File: config.mk
export PLATFORM = sky130hd
export DESIGN_NAME = if_stage
export DESIGN_NICKNAME = d
export VERILOG_FILES = /design/src/rtl/if_stage.sv
export SDC_FILE = /design/constraint.sdc
export NUM_CORES = 1
export LEC_CHECK = 0
export ABC_AREA = 1
export BUFFER_PORTS_ARGS = -buffer_cell sky130_fd_sc_hd__buf_4
export CORE_MARGIN = 1
export CORE_UTILIZATION = 40
export DETAILED_ROUTE_END_ITERATION = 12
export GPL_ROUTABILITY_DRIVEN = 1
export GPL_TIMING_DRIVEN = 0
export PLACE_DENSITY = 0.6
export SLEW_MARGIN = 20
export SYNTH_ARGS = -nofsm -noshare
export SYNTH_HDL_FRONTEND = slang
export SYNTH_SLANG_ARGS = --single-unit
File: constraint.sdc
create_clock -name clk -period 7.8 [get_ports clk]
set_input_delay 0.78 -clock clk [delete_from_list [all_inputs] [get_ports clk]]
set_output_delay 0.78 -clock clk [all_outputs]
set_load 0.05 [all_outputs]
File: src/rtl/if_stage.sv
// Instruction fetch stage: owns the PC, keeps one imem request in flight and
// fills the IF/ID register, with a one-entry skid buffer for decode stalls.
module if_stage #(
  parameter int                ADDR_W   = 32,
  parameter int                DATA_W   = 32,
  parameter logic [ADDR_W-1:0] RESET_PC = '0
) (
  input  logic              clk,
  input  logic              reset,
  output logic              imem_req_valid,
  output logic [ADDR_W-1:0] imem_req_addr,
  input  logic              imem_req_ready,
  input  logic              imem_resp_valid,
  input  logic [DATA_W-1:0] imem_resp_data,
  input  logic              redirect_valid,
  input  logic [ADDR_W-1:0] redirect_pc,
  input  logic              stall,
  output logic              if_id_valid,
  output logic [DATA_W-1:0] if_id_instr,
  output logic [5:0]        if_id_opcode,
  output logic [ADDR_W-1:0] if_id_pc,
  output logic [ADDR_W-1:0] if_id_pc_plus4
);

  typedef enum logic [1:0] {S_IDLE, S_REQ, S_WAIT, S_HOLD} state_t;

  localparam logic [ADDR_W-1:0] PC_STEP = ADDR_W'(4);
  localparam logic [ADDR_W-1:0] PC_MASK = ~ADDR_W'(3);

  state_t              r_state;
  logic [ADDR_W-1:0]   r_pc;
  logic [ADDR_W-1:0]   r_req_pc;
  logic                r_drop;
  logic [DATA_W-1:0]   r_skid_instr;
  logic [ADDR_W-1:0]   r_skid_pc;
  logic                r_id_valid;
  logic [DATA_W-1:0]   r_id_instr;
  logic [ADDR_W-1:0]   r_id_pc;
  logic [ADDR_W-1:0]   r_id_pc4;

  logic                w_consume;
  logic                w_slot_free;
  logic [ADDR_W-1:0]   w_redirect_pc;

  assign w_consume     = r_id_valid & ~stall;
  assign w_slot_free   = ~r_id_valid | ~stall;
  assign w_redirect_pc = redirect_pc & PC_MASK;

  // The skid buffer is full exactly while the FSM sits in HOLD.
  always_ff @(posedge clk or posedge reset) begin
    if (reset) begin
      r_state      <= S_IDLE;
      r_pc         <= RESET_PC;
      r_req_pc     <= '0;
      r_drop       <= 1'b0;
      r_skid_instr <= '0;
      r_skid_pc    <= '0;
      r_id_valid   <= 1'b0;
      r_id_instr   <= '0;
      r_id_pc      <= '0;
      r_id_pc4     <= '0;
    end else begin
      if (w_consume) r_id_valid <= 1'b0;
      if (redirect_valid) begin
        r_pc       <= w_redirect_pc;
        r_id_valid <= 1'b0;
        case (r_state)
          S_REQ: begin
            if (imem_req_ready) begin
              r_drop  <= 1'b1;
              r_state <= S_WAIT;
            end
          end
          S_WAIT: begin
            if (imem_resp_valid) begin
              r_drop  <= 1'b0;
              r_state <= S_REQ;
            end else begin
              r_drop <= 1'b1;
            end
          end
          default: r_state <= S_REQ;
        endcase
      end else begin
        case (r_state)
          S_IDLE: r_state <= S_REQ;
          S_REQ: begin
            if (imem_req_ready) begin
              r_req_pc <= r_pc;
              r_pc     <= r_pc + PC_STEP;
              r_state  <= S_WAIT;
            end
          end
          S_WAIT: begin
            if (imem_resp_valid) begin
              if (r_drop) begin
                r_drop  <= 1'b0;
                r_state <= S_REQ;
              end else if (w_slot_free) begin
                r_id_valid <= 1'b1;
                r_id_instr <= imem_resp_data;
                r_id_pc    <= r_req_pc;
                r_id_pc4   <= r_req_pc + PC_STEP;
                r_state    <= S_REQ;
              end else begin
                r_skid_instr <= imem_resp_data;
                r_skid_pc    <= r_req_pc;
                r_state      <= S_HOLD;
              end
            end
          end
          S_HOLD: begin
            if (!stall) begin
              r_id_valid <= 1'b1;
              r_id_instr <= r_skid_instr;
              r_id_pc    <= r_skid_pc;
              r_id_pc4   <= r_skid_pc + PC_STEP;
              r_state    <= S_REQ;
            end
          end
          default: r_state <= S_IDLE;
        endcase
      end
    end
  end

  assign imem_req_valid = (r_state == S_REQ);
  assign imem_req_addr  = r_pc;
  assign if_id_valid    = r_id_valid;
  assign if_id_instr    = r_id_instr;
  assign if_id_opcode   = r_id_instr[DATA_W-1 -: 6];
  assign if_id_pc       = r_id_pc;
  assign if_id_pc_plus4 = r_id_pc4;

endmodule

==> summary by stage <==
Timing
The aggregate negative setup slack is 0 ns. The number of pins with negative max-slew slack in the final report is 0. The final setup skew is approximately 0.021 ns. The routed design could run at a clock period as short as 2.506 ns. The final hold violation count is 0. Setup violations remaining at the end of the flow were counted as 0. Setup repair after global routing left no endpoint under its margin.

The normalized max-slew margin is 0.5777. The maximum clock rate is 0.3991 GHz. In the finished design, the share of the clock period the worst path needs comes to 0.3212.

For the pin with the worst max-slew slack, the measured transition is 0.6334 ns.

Clock network
The number of gates given a new drive strength after cts is 0. The total setup buffers inserted after CTS is 0. The clock passes through at most 3 buffers. Clock-pin slew was measured on the worst setup and hold paths at roughly 0.06 ns. The number of hold buffers added after CTS was 0. TritonCTS built the clock tree. The master cell of the clock root buffer is sky130_fd_sc_hd__clkbuf_16. The number of buffers added by the clock tree synthesis step is 24. For the worst-skew pair, the clock arrives at the later sink with an insertion delay of 0.52 ns.

The CTS sink count is 218. The number of H-tree branching levels is 1.

Detailed routing
In this run the top signal layer used is met4. The sum of routed wire length over all layers is 31.06 mm. The violation count after the first detailed-route iteration is 627. The detail route stage leaves a number of antenna-violating nets equal to 0. Detailed routing placed a total of 14.26 mm of wire on met2. The detailed router put a total of 14.58 mm of wire on met1. The first-pass detailed-route iteration total is 5. In the final routed layout, each cell accounts on average for 16.39 µm. In the routed design, unresolved DRC markers number 0. Dividing the detail-routed via count by the number of cells gives 5.071. The detailed router placed 9610 vias in this run. The length of routed met3 wiring is 1.600 mm.

Worst setup path
Following the worst setup path forward leads to its endpoint at imem_req_addr[22]. For the worst flop-to-flop path, the logic depth is 8. The type of the worst setup path is flip-flop to flip-flop. Data arrives at the worst endpoint at 2.87 ns.

The worst setup path startpoint is r_state[1]. The nature of the critical path startpoint is a flip-flop. The required time at the endpoint of the critical path is 8.17 ns.

Along the worst path, the maximum fanout reaches 10. The element type at the critical path end is a flip-flop. The flop-to-flop setup slack is 5.29 ns. The endpoint identified for the worst register-to-register timing path is imem_req_addr[22].

In this run the critical register-to-register path is launched from r_state[1].

Synth
Counting every instance in the synthesized netlist gives 1314. The number of enable flip-flop cells after synthesis is 0. The most used flip-flop cell after synthesis is sky130_fd_sc_hd__dfrtp_1. sky130_fd_sc_hd__nand2_1 is the most common cell in the netlist.

The average cell area after synthesis is about 8.3 µm². After synthesis the netlist holds a flip-flop and latch count of 218. By area the synthesized netlist is led by sky130_fd_sc_hd__dfrtp_1 50%, sky130_fd_sc_hd__nand2_1 14%, sky130_fd_sc_hd__nor2_1 5.0%, sky130_fd_sc_hd__nand3_1 3.8%, sky130_fd_sc_hd__o21ai_0 3.7%. Sorting the synthesized cells by how often they occur yields 392 x sky130_fd_sc_hd__nand2_1, 218 x sky130_fd_sc_hd__dfrtp_1, 144 x sky130_fd_sc_hd__nor2_1, 92 x sky130_fd_sc_hd__inv_1, 82 x sky130_fd_sc_hd__nand3_1. Counting flops with an async set or reset pin after synthesis yields a share of 1.000. After synthesis, the netlist uses 44 different library cells. For this run, the number of Yosys warnings is 0. The synthesized netlist occupies a cell area of 10850 µm². The largest total area in the synthesized netlist belongs to sky130_fd_sc_hd__dfrtp_1. Of the post-synthesis cell area, the dominant cell type holds 0.5027. The sequential-to-total area share from yosys stat is 0.5027.

Floorplan
The core footprint is 26350 µm². The initial utilization of the core area, before any placement, comes to 0.4118. The floorplan die height is about 170 µm. The width of the die is ~170 µm. The number of top-level design ports is 206. Row generation in the floorplan step produced 59 rows.

The full die area is 27790 µm².

Power and ir drop
The power density relative to cell area is 420.2 nW/µm². The reported leakage power is 6.680 nW. The highest ir drop seen on vdd is between 150 and 200 µV.

Global routing
The first global-routing pass estimated 49.76 mm of wire. The overall track demand over capacity in global routing is 0.2252. The final global-route overflow total is 0. The number of global-route vias before repair is 9321. The pin count of the biggest net entering global routing is 101.

The initial antenna violation count is 0.

Placement
The total cell area at the placement stage is 12830 µm². The global placement routability congestion is 0.8901. The number of buffer cells added on primary ports is 197.

The HPWL after detailed placement is 23.08 mm.

Layout
The fill cell instance count of the final layout is 2577. The proportion of layout cells with a drive suffix above 1 is 0.2333. After the last flow step, the layout net total stands at 1619.

Compared with the post-synthesis result, the final layout area differs by 25.95%. The multi-input combinational cells in the finished layout cover a total of about 4600 µm². The number of antenna diodes in the final layout is 0. At the end of the flow the core is filled with cells to 0.5186. The area of all sequential standard cells is 5455 µm². The cell area after layout is 13670 µm².

Job
The number of max-cap violations is 0.

Hold path
In this run the worst hold path is classified as input pin to asynchronous set/reset pin.

Run status
The flow ran to the end, and the final reports show no timing, DRC or antenna violations.
[metal layers]
metal	GRT usage	vias up
met4	0.05998	0
met1	0.3159	4524
met5	0	-
li1	-	4723
met3	0.02828	45
met2	0.3677	318
[registers in the layout, indices dropped and copies added, names as in the netlist]
name and cells:
if_id_pc_plus4 30, if_id_instr 32, if_id_valid 1, r_skid_instr 32
r_req_pc 30, r_drop 1, imem_req_addr 30, r_skid_pc 30
r_state 2, if_id_pc 30
[logic make-up after synthesis]
kind of cell	after synthesis	share of synthesized area
compound gates	172	0.09212
xor+xnor	7	0.005650
fa+ha+maj	5	0.005765
buf+inv	169	0.07529
flops	218	0.5027
mux	34	0.03528
other cells	1	0.0003456
simple gates	708	0.2828
[power breakdown]
group	internal (mW)	leakage (nW)	total [mW]	switching [mW]
Sequential	1.50	2.71	1.76	0.266
Combinational	0.795	3.56	2.78	1.99
Clock	0.739	0.415	1.20	0.461
[worst min-delay path by stage]
stage,to,cells past startpoint
2_1_floorplan,r_skid_pc[31],2
3_3_place_gp,r_skid_pc[31],2
3_5_place_dp,r_skid_pc[31],2
4_1_cts,r_drop,2
5_1_grt,r_skid_instr[7],2
6_report,r_skid_instr[7],2
[critical path, cell delays in order (launching register included)]
cell and delay [ns]:
sky130_fd_sc_hd__dfrtp_1 0.40, sky130_fd_sc_hd__inv_1 0.09, sky130_fd_sc_hd__ha_1 0.31, sky130_fd_sc_hd__nand2_1 0.29, sky130_fd_sc_hd__nand2_1 0.27, sky130_fd_sc_hd__clkinv_1 0.37
sky130_fd_sc_hd__clkbuf_1 0.39, sky130_fd_sc_hd__nand2_1 0.13, sky130_fd_sc_hd__nand4_1 0.11
[area by class of cell]
cell class                 count  area share
multi-input combinational    932      0.3364
clock inverter                 7    0.008330
tap                          335     0.03067
buffer                        69     0.03195
clock buffer                  35     0.05291
timing repair buffer         199      0.1122
inverter                     100     0.02838
sequential                   218      0.3991
[cells in the final DEF (no fill, tap or decap), types with 25 or more instances in the layout]
cell type and instances:
sky130_fd_sc_hd__nand2_1 392, sky130_fd_sc_hd__clkbuf_1 31, sky130_fd_sc_hd__nor2_1 144, sky130_fd_sc_hd__dfrtp_1 218, sky130_fd_sc_hd__nand3_1 82, sky130_fd_sc_hd__o21ai_0 80
sky130_fd_sc_hd__nand2_2 28, sky130_fd_sc_hd__a31oi_1 38, sky130_fd_sc_hd__inv_1 91, sky130_fd_sc_hd__clkbuf_16 25, sky130_fd_sc_hd__buf_4 211
[stage by stage]
stage / total power [mW] / setup WS (ns) / hold slack, ns / std cells
after floorplan: 3.672 / 1.056 / 0.4455 / 1319
after global routing: 6.062 / 5.071 / 0.2645 / 1895
after global placement: 4.530 / -1.704 / 0.4582 / 1851
after CTS: 5.783 / 5.225 / 0.2618 / 1895
after detailed placement: 4.571 / 5.173 / 0.4656 / 1853
final: 5.744 / 5.294 / 0.2546 / 1895
Note: power is estimated with default switching activity, not from simulation.
